--- src/rtl/time_entry_pkg.sv ---
// Shared types and constants for the time_entry keypad stage: state encodings,
// digit limits and the packed M:SS load payload.
package time_entry_pkg;

  localparam int unsigned DIGIT_W          = 4;
  localparam int unsigned DIGIT_MAX        = 9;
  localparam int unsigned MAX_SEC_TENS_DEF = 5;

  typedef enum logic [1:0] {
    ST_IDLE   = 2'd0,
    ST_ENTRY  = 2'd1,
    ST_LOAD   = 2'd2,
    ST_LOCKED = 2'd3
  } state_t;

  typedef struct packed {
    logic [DIGIT_W-1:0] min_ones;
    logic [DIGIT_W-1:0] sec_tens;
    logic [DIGIT_W-1:0] sec_ones;
  } time_t;

endpackage

--- src/rtl/time_entry_edge_detect.sv ---
// Registered rising-edge detector: pulse is high for one cycle after d is
// sampled high following a low sample.
module edge_detect (
  input  logic clk,
  input  logic clrn,
  input  logic d,
  output logic pulse
);

  logic prev;

  always_ff @(posedge clk or negedge clrn) begin
    if (!clrn) begin
      prev  <= 1'b0;
      pulse <= 1'b0;
    end else begin
      prev  <= d;
      pulse <= d & ~prev;
    end
  end

endmodule

--- src/rtl/time_entry.sv ---
// Keypad M:SS digit entry in front of the timer counter chain; validates, loads
// the counters with a one-cycle loadn strobe and locks out entry while running.
// Optional key_valid debounce filter enabled by defining KEY_DEBOUNCE_EN.
module time_entry
  import time_entry_pkg::*;
#(
`ifdef KEY_DEBOUNCE_EN
  parameter int unsigned DEBOUNCE_CYCLES = 4,
`endif
  parameter int unsigned MAX_SEC_TENS = MAX_SEC_TENS_DEF
) (
  input  logic       clk,
  input  logic       clrn,
  input  logic       key_valid,
  input  logic [3:0] key_code,
  input  logic       start,
  input  logic       cancel,
  input  logic       timer_zero,
  output logic [3:0] min_ones,
  output logic [3:0] sec_tens,
  output logic [3:0] sec_ones,
  output logic       loadn,
  output logic [1:0] digit_cnt,
  output logic       entry_err,
  output logic       locked
);

  state_t     st, nxt;
  time_t      dig, dig_n;
  logic [1:0] cnt_n;
  logic       err_n;
  logic       armed;
  logic       key_filt;
  logic       key_ev, start_ev, cancel_ev;
  logic       digit_ev, time_ok;

`ifdef KEY_DEBOUNCE_EN
  localparam int unsigned DB_W = $clog2(DEBOUNCE_CYCLES + 1);

  logic [DB_W-1:0] db_cnt;
  logic            raw_q;

  // Filtered level follows raw key_valid only once it has been stable long enough
  always_ff @(posedge clk or negedge clrn) begin
    if (!clrn) begin
      raw_q    <= 1'b0;
      db_cnt   <= '0;
      key_filt <= 1'b0;
    end else begin
      raw_q <= key_valid;
      if (key_valid != raw_q)
        db_cnt <= '0;
      else if (db_cnt != DB_W'(DEBOUNCE_CYCLES))
        db_cnt <= db_cnt + DB_W'(1);
      if (db_cnt == DB_W'(DEBOUNCE_CYCLES))
        key_filt <= raw_q;
    end
  end
`else
  assign key_filt = key_valid;
`endif

  edge_detect u_key_ed    (.clk(clk), .clrn(clrn), .d(key_filt), .pulse(key_ev));
  edge_detect u_start_ed  (.clk(clk), .clrn(clrn), .d(start),    .pulse(start_ev));
  edge_detect u_cancel_ed (.clk(clk), .clrn(clrn), .d(cancel),   .pulse(cancel_ev));

  assign digit_ev = key_ev && (key_code <= 4'(DIGIT_MAX));
  assign time_ok  = dig.sec_tens <= 4'(MAX_SEC_TENS);

  always_ff @(posedge clk or negedge clrn) begin
    if (!clrn) st <= ST_IDLE;
    else       st <= nxt;
  end

  // Next state: cancel beats start beats digit
  always_comb begin
    nxt = st;
    if (cancel_ev) begin
      nxt = ST_IDLE;
    end else begin
      case (st)
        ST_IDLE:   if (!start_ev && digit_ev) nxt = ST_ENTRY;
        ST_ENTRY:  if (start_ev && time_ok) nxt = ST_LOAD;
        ST_LOAD:   nxt = ST_LOCKED;
        ST_LOCKED: if (armed && timer_zero) nxt = ST_IDLE;
        default:   nxt = ST_IDLE;
      endcase
    end
  end

  // Datapath next values; a start in the same cycle as a digit swallows the digit
  always_comb begin
    dig_n = dig;
    cnt_n = digit_cnt;
    err_n = entry_err;
    if (cancel_ev) begin
      dig_n = '0;
      cnt_n = 2'd0;
      err_n = 1'b0;
    end else if (st == ST_LOCKED && nxt == ST_IDLE) begin
      dig_n = '0;
      cnt_n = 2'd0;
    end else if (st == ST_IDLE || st == ST_ENTRY) begin
      if (start_ev) begin
        if (st == ST_ENTRY && !time_ok) err_n = 1'b1;
      end else if (digit_ev) begin
        dig_n.min_ones = dig.sec_tens;
        dig_n.sec_tens = dig.sec_ones;
        dig_n.sec_ones = key_code;
        cnt_n          = (digit_cnt == 2'd3) ? 2'd3 : digit_cnt + 2'd1;
        err_n          = 1'b0;
      end
    end
  end

  always_ff @(posedge clk or negedge clrn) begin
    if (!clrn) begin
      dig       <= '0;
      digit_cnt <= 2'd0;
      entry_err <= 1'b0;
      locked    <= 1'b0;
      loadn     <= 1'b1;
      armed     <= 1'b0;
    end else begin
      dig       <= dig_n;
      digit_cnt <= cnt_n;
      entry_err <= err_n;
      locked    <= (nxt == ST_LOCKED);
      loadn     <= (nxt != ST_LOAD);
      armed     <= (st == ST_LOCKED);
    end
  end

  assign min_ones = dig.min_ones;
  assign sec_tens = dig.sec_tens;
  assign sec_ones = dig.sec_ones;

endmodule
--- config.mk ---
export PLATFORM = sky130hd
export DESIGN_NAME = time_entry
export DESIGN_NICKNAME = d
export VERILOG_FILES = /design/src/rtl/time_entry_pkg.sv /design/src/rtl/time_entry_edge_detect.sv /design/src/rtl/time_entry.sv
export SDC_FILE = /design/constraint.sdc
export NUM_CORES = 1
export LEC_CHECK = 0
export CAP_MARGIN = 40
export CORE_ASPECT_RATIO = 1.1
export CORE_MARGIN = 2
export CORE_UTILIZATION = 40
export DETAILED_ROUTE_END_ITERATION = 6
export PLACE_DENSITY = 0.72
export SKIP_LAST_GASP = 1
export SLEW_MARGIN = 40
export SYNTH_ARGS = -nofsm -noshare
export SYNTH_HDL_FRONTEND = slang
export SYNTH_HIERARCHICAL = 1
export SYNTH_SLANG_ARGS = --single-unit
--- constraint.sdc ---
create_clock -name clk -period 1.54 [get_ports clk]
set_clock_uncertainty 0.05 [all_clocks]
set_input_delay 0.154 -clock clk [delete_from_list [all_inputs] [get_ports clk]]
set_output_delay 0.154 -clock clk [all_outputs]
set_load 0.01 [all_outputs]
==> After elaboration in Yosys (flattened, before gate mapping) <==
Cells that the tools add are included.
{ "op_classes": {"n_lt_le_gt_ge": 2, "n_bitwise": 6, "n_reduce_logical": 17, "mux": 22, "addsub": 1, "eq_ne": 9} }
{ "ops": {"columns": ["op", "n"], "rows": [
  ["$mux W12", 5],
  ["$mux W2", 10],
  ["$reduce_bool A3 Y1", 3],
  ["$eq A2 B2 Y1 const B", 4],
  ["$pmux W2 S4", 1],
  ["$logic_and A1 B1 Y1", 6],
  ["$mux W1", 6],
  ["$ne A3 B2 Y1 const B", 2],
  ["$le A4 B3 Y1 const B", 1],
  ["$le A4 B4 Y1 const B", 1],
  ["$logic_not A2 Y1", 2],
  ["$reduce_and A4 Y1", 1],
  ["$and A1 B1 Y1", 3],
  ["$not A1 Y1", 3],
  ["$reduce_and A3 Y1", 1],
  ["$add A2 B1 Y2 const B", 1],
  ["$eq A2 B1 Y1 const B", 1],
  ["$logic_not A1 Y1", 2],
  ["$ne A2 B1 Y1 const B", 1],
  ["$ne A2 B2 Y1 const B", 1],
  ["$reduce_bool A2 Y1", 1],
  ["$logic_or A1 B1 Y1", 1]
]} }
{ "word_totals": {"output_inout_bits": 17, "in_bits": 10, "word_cells": 72, "register_bits": 26} }

==> Logic depth before layout (Yosys ltp) <==
Gate-level depths: netlist (run 1).
{ "logic_depth": {"ltp_word": 10, "depth_mapped": 4, "depth_no_buf": 3} }

==> Hierarchy <==
Netlist (run 1), hierarchy kept.
{ "by_module_without_submodules": {"columns": ["module", "area_per_inst_um2", "cells_per_inst", "seq_area_each_um2", "instances"], "rows": [
  ["time_entry", 912.1, 87, 501.7, 1],
  ["edge_detect", 63.8, 3, 50.0, 3]
]} }

==> Worst setup path before layout (run 1) <==
Ideal clock, no wire load.
{ "synth_path": {"path_type": "reg2reg", "from": "register u_start_ed.pulse", "to": "register dig, in the netlist min_ones[0]", "period_less_slack_ns": 1.304, "setup_ns": 0.122, "arrival_ns": 1.132, "n_path_buf": 1, "path_stages_with_launch": 5, "path_slack_ns": 0.236, "path_cell_list": "dfrtp_1 > or3b_4 > buf_6 > o21ai_1 > a21oi_1"} }
{ "synth_between": {"elab_chain_cells": 9, "elab_cells_between_ends": 15, "classes_between": "eq/ne: 1; mux: 6; reduce/logical: 8"} }
{ "synth_rtl": {"columns": ["item", "line_no", "source"], "rows": [
  ["from (decl)", "time_entry_edge_detect.sv:7", "output logic pulse"],
  ["from (signal assigned)", "time_entry_edge_detect.sv:18", "pulse <= d & ~prev;"],
  ["$logic_not A1 Y1", "time_entry.sv:82", "ST_IDLE: if (!start_ev && digit_ev) nxt = ST_ENTRY;"],
  ["$logic_and A1 B1 Y1", "time_entry.sv:82", null],
  ["$mux W2", "time_entry.sv:82", null],
  ["$pmux W2 S4", "time_entry.sv:81", "case (st)"],
  ["$mux W2", "time_entry.sv:78", "if (cancel_ev) begin"],
  ["$logic_not A2 Y1", "time_entry.sv:100", "end else if (st == ST_LOCKED && nxt == ST_IDLE) begin"],
  ["$logic_and A1 B1 Y1", "time_entry.sv:100", null],
  ["$ne A3 B2 Y1 (no line), or another cell as far along", null, null],
  ["$reduce_and A3 Y1 (no line) or $mux W12 (tied branches)", null, null],
  ["to (signal assigned)", "time_entry.sv:125", "dig <= dig_n;"],
  ["to (decl)", "time_entry.sv:29", "time_t dig, dig_n;"]
]} }
Several ways; a longest one is shown, not always the timed one.
A chain may end at the register's enable or synchronous reset.

==> Worst setup path after layout (run 1) <==
{ "layout_path": {"from": "register digit_cnt[0]", "to": "output digit_cnt[0]"} }
{ "layout_rtl": {"columns": ["item", "line_no", "source"], "rows": [
  ["from (decl)", "time_entry.sv:23", "output logic [1:0] digit_cnt,"],
  ["from (signal assigned)", "time_entry.sv:126", "digit_cnt <= cnt_n;"]
]} }
No word-level cell between the ends.

==> impl_metrics.toml, run 1 <==
[pwr]
ir_worst_vdd_mv = 0.6953
pwr-share-clk = 0.236
power_frac_seq = 0.573
pwr-share-comb = 0.190
leakage_uw = 0.0006059
p_sw_frac = 0.2600
p_int_uw = 1022
power.density_mw_per_mm2 = 963.6
p_sw_uw = 359.3

[die]
die_h_um = 59.09
die_w_um = 54.08
pin_count = 27
die-area_mm2 = 0.003196
num_rows = 19
start_util = 0.4298
coreArea_mm2 = 0.002567

[setup_path]
r2r.worst_path.cells = 3
worstReg2RegStart = "st[1]$_DFF_PN0_"
startpoint_type = "register"
cp_cell_sequence = "clkdlybuf4s50_1"
cp_max_fo = 4
critical_path_class = "reg2out"
slowest_stage = "clkdlybuf4s50_1"
worst-path-buf-inv = 1
max_stage_delay_ns = 0.55
rrSetupSlack_ns = 0.16
endpoint_kind = "primary output"
r2r-end = "min_ones[3]$_DFFE_PN0P_"
arrival_ns = 1.26
cp.required_ns = 1.34
crit_family = "buffers and inverters"

[flow_run]
drv_cap = 0

[synthesis]
synth_nets = 106
synth-seq-area-share = 0.5907
synth_cells = 96
synthesis.area_mm2 = 0.001104
post_synth.cell_area_avg_um2 = 11.50
synthDistinctLibCells = 27
yosysWarningCount = 6
synth-seq-cells = 26

[layout]
fin_nets = 138
syn_to_final_growth_pct = 29.93
drive_above_1_share = 0.1654
fillers = 250
diodes = 0
mostFrequentLayoutCells = "25 x dfrtp_1, 25 x clkdlybuf4s50_1, 13 x a21oi_1, 12 x nand3_1, 9 x o21ai_1"
fin_area_mm2 = 0.001434

[timing]
finalSetupTns_ns = 0
worstMarginPinSlew_ns = 0.3158
fin_crit_sh = 0.9530
setup_viol_count_final = 0
rsz0062_at_grt = "no"
timing.slew.headroom = 0.7894
fmax_mhz = 681.3
finalHoldViolations = 0
drv_slew = 0
fin_crit_ns = 1.468

[clocking]
root_buffer = "clkbuf_4"
cts_buffers = 3
cts_num_sinks = 26
postCtsHoldBufs = 0
clk_pin_slew_worst_paths_ns = 0.13
cts_tree = "built"
cts_buffer_depth = 2
h-tree-depth = 1
clk_latency_ns = 0.30

[grt]
grt_pass1_wl_mm = 3.574
grt_pass1_vias = 849
grt-ovfl-total = 0
antenna_found_initial = 0
grt_max_degree = 27
track_usage = 0.1516

[routing]
wl_mm = 2.166
firstDrtPassIters = 4
first_iter_violations = 21
antenna_left = 0
num_vias = 852
viasPerCell = 5.392
drc = 0
detail_route.wl_per_cell_um = 13.71

[placed_design]
gp_congestion = 0.7381
io_buffers = 26
dp_hpwl_mm = 1.567
place_area_mm2 = 0.001384

[min_path]
hp-class = "in2async"

[outcome]
run_status = "finished clean"
[final cells by class]
cell class | instances | area (µm²) | area share
inverter | 2 | 7.507 | 0.005236
tap | 31 | 38.79 | 0.02705
clock buffer | 4 | 36.28 | 0.02531
timing repair buffer | 32 | 304.0 | 0.2120
sequential | 26 | 651.9 | 0.4546
multi-input combinational | 63 | 395.4 | 0.2757
[per-layer routing]
| layer | up-vias | global-route usage | wire length [µm] |
|---|---|---|---|
| met5 | - | 0 | 0 |
| met4 | 0 | 0.04286 | 8 |
| met3 | 2 | 0.02273 | 118 |
| met2 | 27 | 0.2718 | 1098 |
| met1 | 415 | 0.1860 | 941 |
| li1 | 408 | - | - |
[per-stage QoR]
stage,instances,worst slack (ns),total power [µW],utilization,hold slack [ns]
floorplan,96,0.2365,941.1,-,-0.1916
global placement,152,0.09250,1061,0.5390,0.3829
detailed placement,152,0.02046,1071,0.5390,0.3848
CTS,156,0.01090,1401,0.5526,0.1533
global route,158,0.01125,1467,0.5585,0.1493
finish,158,0.07232,1382,0.5585,0.1422
[cells by family after synthesis]
family | count (synthesis) | synth area share
DFF | 26 | 0.5907
and+or+nand+nor | 28 | 0.1655
AOI/OAI and AO/OA | 35 | 0.1927
buffers and inverters | 7 | 0.05103
[timing repair]
action,4_1_cts,5_1_grt
setup buffers,0,2
resized for setup,1,0
setup endpoints to repair,1,2
[worst max-delay path by stage]
stage                          startpoint                 endpoint  cells past startpoint
3_5_place_dp                  key_code[1]    entry_err$_DFFE_PN0P_                      4
6_report         digit_cnt[0]$_DFFE_PN0P_             digit_cnt[0]                      1
3_3_place_gp                  key_code[1]    entry_err$_DFFE_PN0P_                      4
2_1_floorplan  u_start_ed/pulse$_DFF_PN0_  min_ones[0]$_DFFE_PN0P_                      4
5_1_grt           sec_ones[1]$_DFFE_PN0P_              sec_ones[1]                      1
4_1_cts           sec_tens[3]$_DFFE_PN0P_              sec_tens[3]                      1
[cells in the mapped netlist]
master | n | area (µm²)
nor2b_1 | 1 | 6.260
nand2b_1 | 1 | 6.260
nor4_1 | 1 | 6.260
a211oi_1 | 2 | 15.01
clkbuf_4 | 1 | 7.510
nand3_1 | 12 | 60.06
a21o_1 | 1 | 7.510
and2_4 | 1 | 8.760
inv_1 | 2 | 7.510
o21ai_0 | 3 | 15.01
dfrtp_1 | 25 | 625.6
buf_4 | 1 | 7.510
dfstp_2 | 1 | 26.28
a31oi_1 | 2 | 12.51
a21oi_1 | 13 | 65.06
o21a_2 | 1 | 8.760
nor2_1 | 3 | 11.26
o21ai_2 | 2 | 17.52
a311oi_1 | 1 | 8.760
nor3b_2 | 1 | 12.51
nand2_1 | 1 | 3.750
nor2b_4 | 3 | 41.29
or3b_4 | 1 | 11.26
nor3_1 | 3 | 15.01
o21ai_1 | 9 | 45.04
a31o_4 | 1 | 17.52
buf_6 | 3 | 33.78
[flip-flops by register name (all words and copies together) (netlist names)]
register and cells:
u_cancel_ed/prev 1, u_start_ed/pulse 1, u_key_ed/prev 1, sec_ones 4
sec_tens 4, locked 1, entry_err 1, st 2
u_cancel_ed/pulse 1, loadn 1, digit_cnt 2, u_start_ed/prev 1
armed 1, min_ones 4, u_key_ed/pulse 1
[power groups by stage]
| stage | registers (µW) | logic (µW) | clock network [µW] |
|---|---|---|---|
| floorplan | 812 | 129 | 0 |
| global placement | 804 | 257 | 0 |
| detailed placement | 807 | 263 | 0 |
| CTS | 795 | 263 | 344 |
| global route | 802 | 290 | 375 |
| finish | 792 | 263 | 327 |
Power figures use the tool's default switching activity.
==> run 2: changes to the inputs <==
--- a/config.mk
+++ b/config.mk
@@ -19 +19,2 @@
 export SYNTH_SLANG_ARGS = --single-unit
+export TNS_END_PERCENT = 100
==> constraint.sdc (replaced) <==
create_clock -name clk -period 1.54 [get_ports clk]
set_clock_uncertainty 0.05 [all_clocks]
set_input_delay 0.308 -clock clk [delete_from_list [all_inputs] [get_ports clk]]
set_output_delay 0.308 -clock clk [all_outputs]
set_load 0.02 [all_outputs]
==> run 2 against run 1 <==
Net effect: final cell count down 1.3%; die area unchanged; setup slack lost 0.011 ns; via count unchanged.
==> impl_metrics.toml, run 2 (synthesis results as in run 1) <==
[outcome]
run_status = "finished clean"

[setup_path]
critical_path_class = "reg2out"
r2r.worst_path.cells = 3
rrSetupSlack_ns = 0.14
cp_cell_sequence = "clkdlybuf4s15_1"
startpoint_type = "register"
worst-path-buf-inv = 1
cp_max_fo = 1
slowest_stage = "dfstp_2"
r2r-end = "digit_cnt[0]$_DFFE_PN0P_"
worstReg2RegStart = "u_start_ed/pulse$_DFF_PN0_"
cp.required_ns = 1.18
cp.depth = 1
worstSetupEndpoint = "loadn"
cp-startpoint = "loadn$_DFF_PN1_"
arrival_ns = 1.12
endpoint_kind = "primary output"
crit_family = "flip-flops"
max_stage_delay_ns = 0.53

[die]
coreArea_mm2 = 0.002567
die_w_um = 54.08
pin_count = 27
die-area_mm2 = 0.003196
die_h_um = 59.09
num_rows = 19
start_util = 0.4298

[clocking]
cts_buffers = 3
cts_num_sinks = 26
cts_tree = "built"
clk_latency_ns = 0.31
root_buffer = "clkbuf_4"
clk_pin_slew_worst_paths_ns = 0.13
cts_buffer_depth = 2
h-tree-depth = 1

[min_path]
hp-class = "in2async"

[routing]
detail_route.wl_per_cell_um = 13.83
first_iter_violations = 14
drc = 0
wl_mm = 2.158
firstDrtPassIters = 4
num_vias = 852
antenna_left = 0
viasPerCell = 5.462

[timing]
fmax_mhz = 676.3
drv_slew = 0
finalHoldViolations = 0
fin_crit_ns = 1.479
worstMarginPinSlew_ns = 0.3271
rsz0062_at_grt = "no"
setup_viol_count_final = 0
timing.slew.headroom = 0.7819
fin_crit_sh = 0.9602

[layout]
fin_util = 0.5463
layout_commonest_cell = "dfrtp_1"
fillers = 256
syn_to_final_growth_pct = 27.10
diodes = 0
fin_nets = 136
fin_cells = 156
mostFrequentLayoutCells = "25 x dfrtp_1, 16 x dlygate4sd2_1, 13 x a21oi_1, 12 x nand3_1"
fin_area_mm2 = 0.001403
drive_above_1_share = 0.1440

[pwr]
leakage_uw = 0.0006673
p_int_uw = 961.3
pwr-share-clk = 0.210
power.density_mw_per_mm2 = 959.8
p_sw_uw = 384.8
pwr-share-comb = 0.200
power_frac_seq = 0.590
p_sw_frac = 0.2859
ir_worst_vdd_mv = 0.6598

[placed_design]
place_area_mm2 = 0.001396
gp_congestion = 0.7288
dp_hpwl_mm = 1.514
io_buffers = 26
place_inst = 152

[grt]
antenna_found_initial = 0
grt_max_degree = 27
track_usage = 0.1633
grt-ovfl-total = 0
grt_pass1_vias = 868
grt_pass1_wl_mm = 3.898

[flow_run]
drv_cap = 0
-- run 2: cell types whose count changed in the layout (fill, tap and decap cells not counted), sizes merged --
cell           change
dlygate4sd2       +15
clkdlybuf4s15      +1
clkdlybuf4s50     -16
buf                -2
-- run 2: power groups by stage --
stage	clock network [µW]	registers, µW	logic (µW)
after floorplan	0	835	129
after global placement	0	804	285
after detailed placement	0	809	293
after CTS	297	795	272
after global routing	328	804	300
final	282	794	269
-- run 2: metrics by stage --
stage	worst slack, ns	hold WS (ns)	power [µW]	TNS [ns]
global route	0.007204	0.3161	1432	0
finish	0.06131	0.3000	1346	0
global placement	-0.05513	0.3836	1089	-0.1484
detailed placement	-0.1448	0.3833	1101	-0.6081
floorplan	0.2365	-0.03759	964.5	0
CTS	0.01283	0.3056	1364	0
-- run 2: repair_timing --
action,4_1_cts,5_1_grt
setup buffers,0,0
pin swaps,0,0
hold buffers,0,0
gates resized for setup,17,1
endpoints found under the setup margin,17,1
hold endpoints to repair,0,0
-- run 2: worst min path at each step --
| stage | endpoint | cells past startpoint | startpoint |
|---|---|---|---|
| final | min_ones[0]$_DFFE_PN0P_ | 2 | clrn |
| after global routing | sec_ones[1]$_DFFE_PN0P_ | 2 | clrn |
| after CTS | sec_ones[0]$_DFFE_PN0P_ | 2 | clrn |
| after detailed placement | u_key_ed/pulse$_DFF_PN0_ | 1 | u_key_ed/prev$_DFF_PN0_ |
| after global placement | u_key_ed/pulse$_DFF_PN0_ | 1 | u_key_ed/prev$_DFF_PN0_ |
| after floorplan | armed$_DFF_PN0_ | 0 | clrn |
-- run 2: final cells by class --
type	count	area (µm²)	area share
clock buffers	4	26.28	0.01873
inverters	2	7.507	0.005352
multi-input cells	63	395.4	0.2819
flip-flops and latches	26	651.9	0.4648
well taps	31	38.79	0.02765
repair buffers	30	282.8	0.2016
-- run 2: metal layers --
| layer | wire [µm] | vias up | track usage |
|---|---|---|---|
| met5 | 0 | - | 0 |
| li1 | - | 406 | - |
| met2 | 1046 | 28 | 0.2631 |
| met4 | 0 | 0 | 0.05357 |
| met1 | 977 | 418 | 0.2267 |
| met3 | 133 | 0 | 0.02273 |
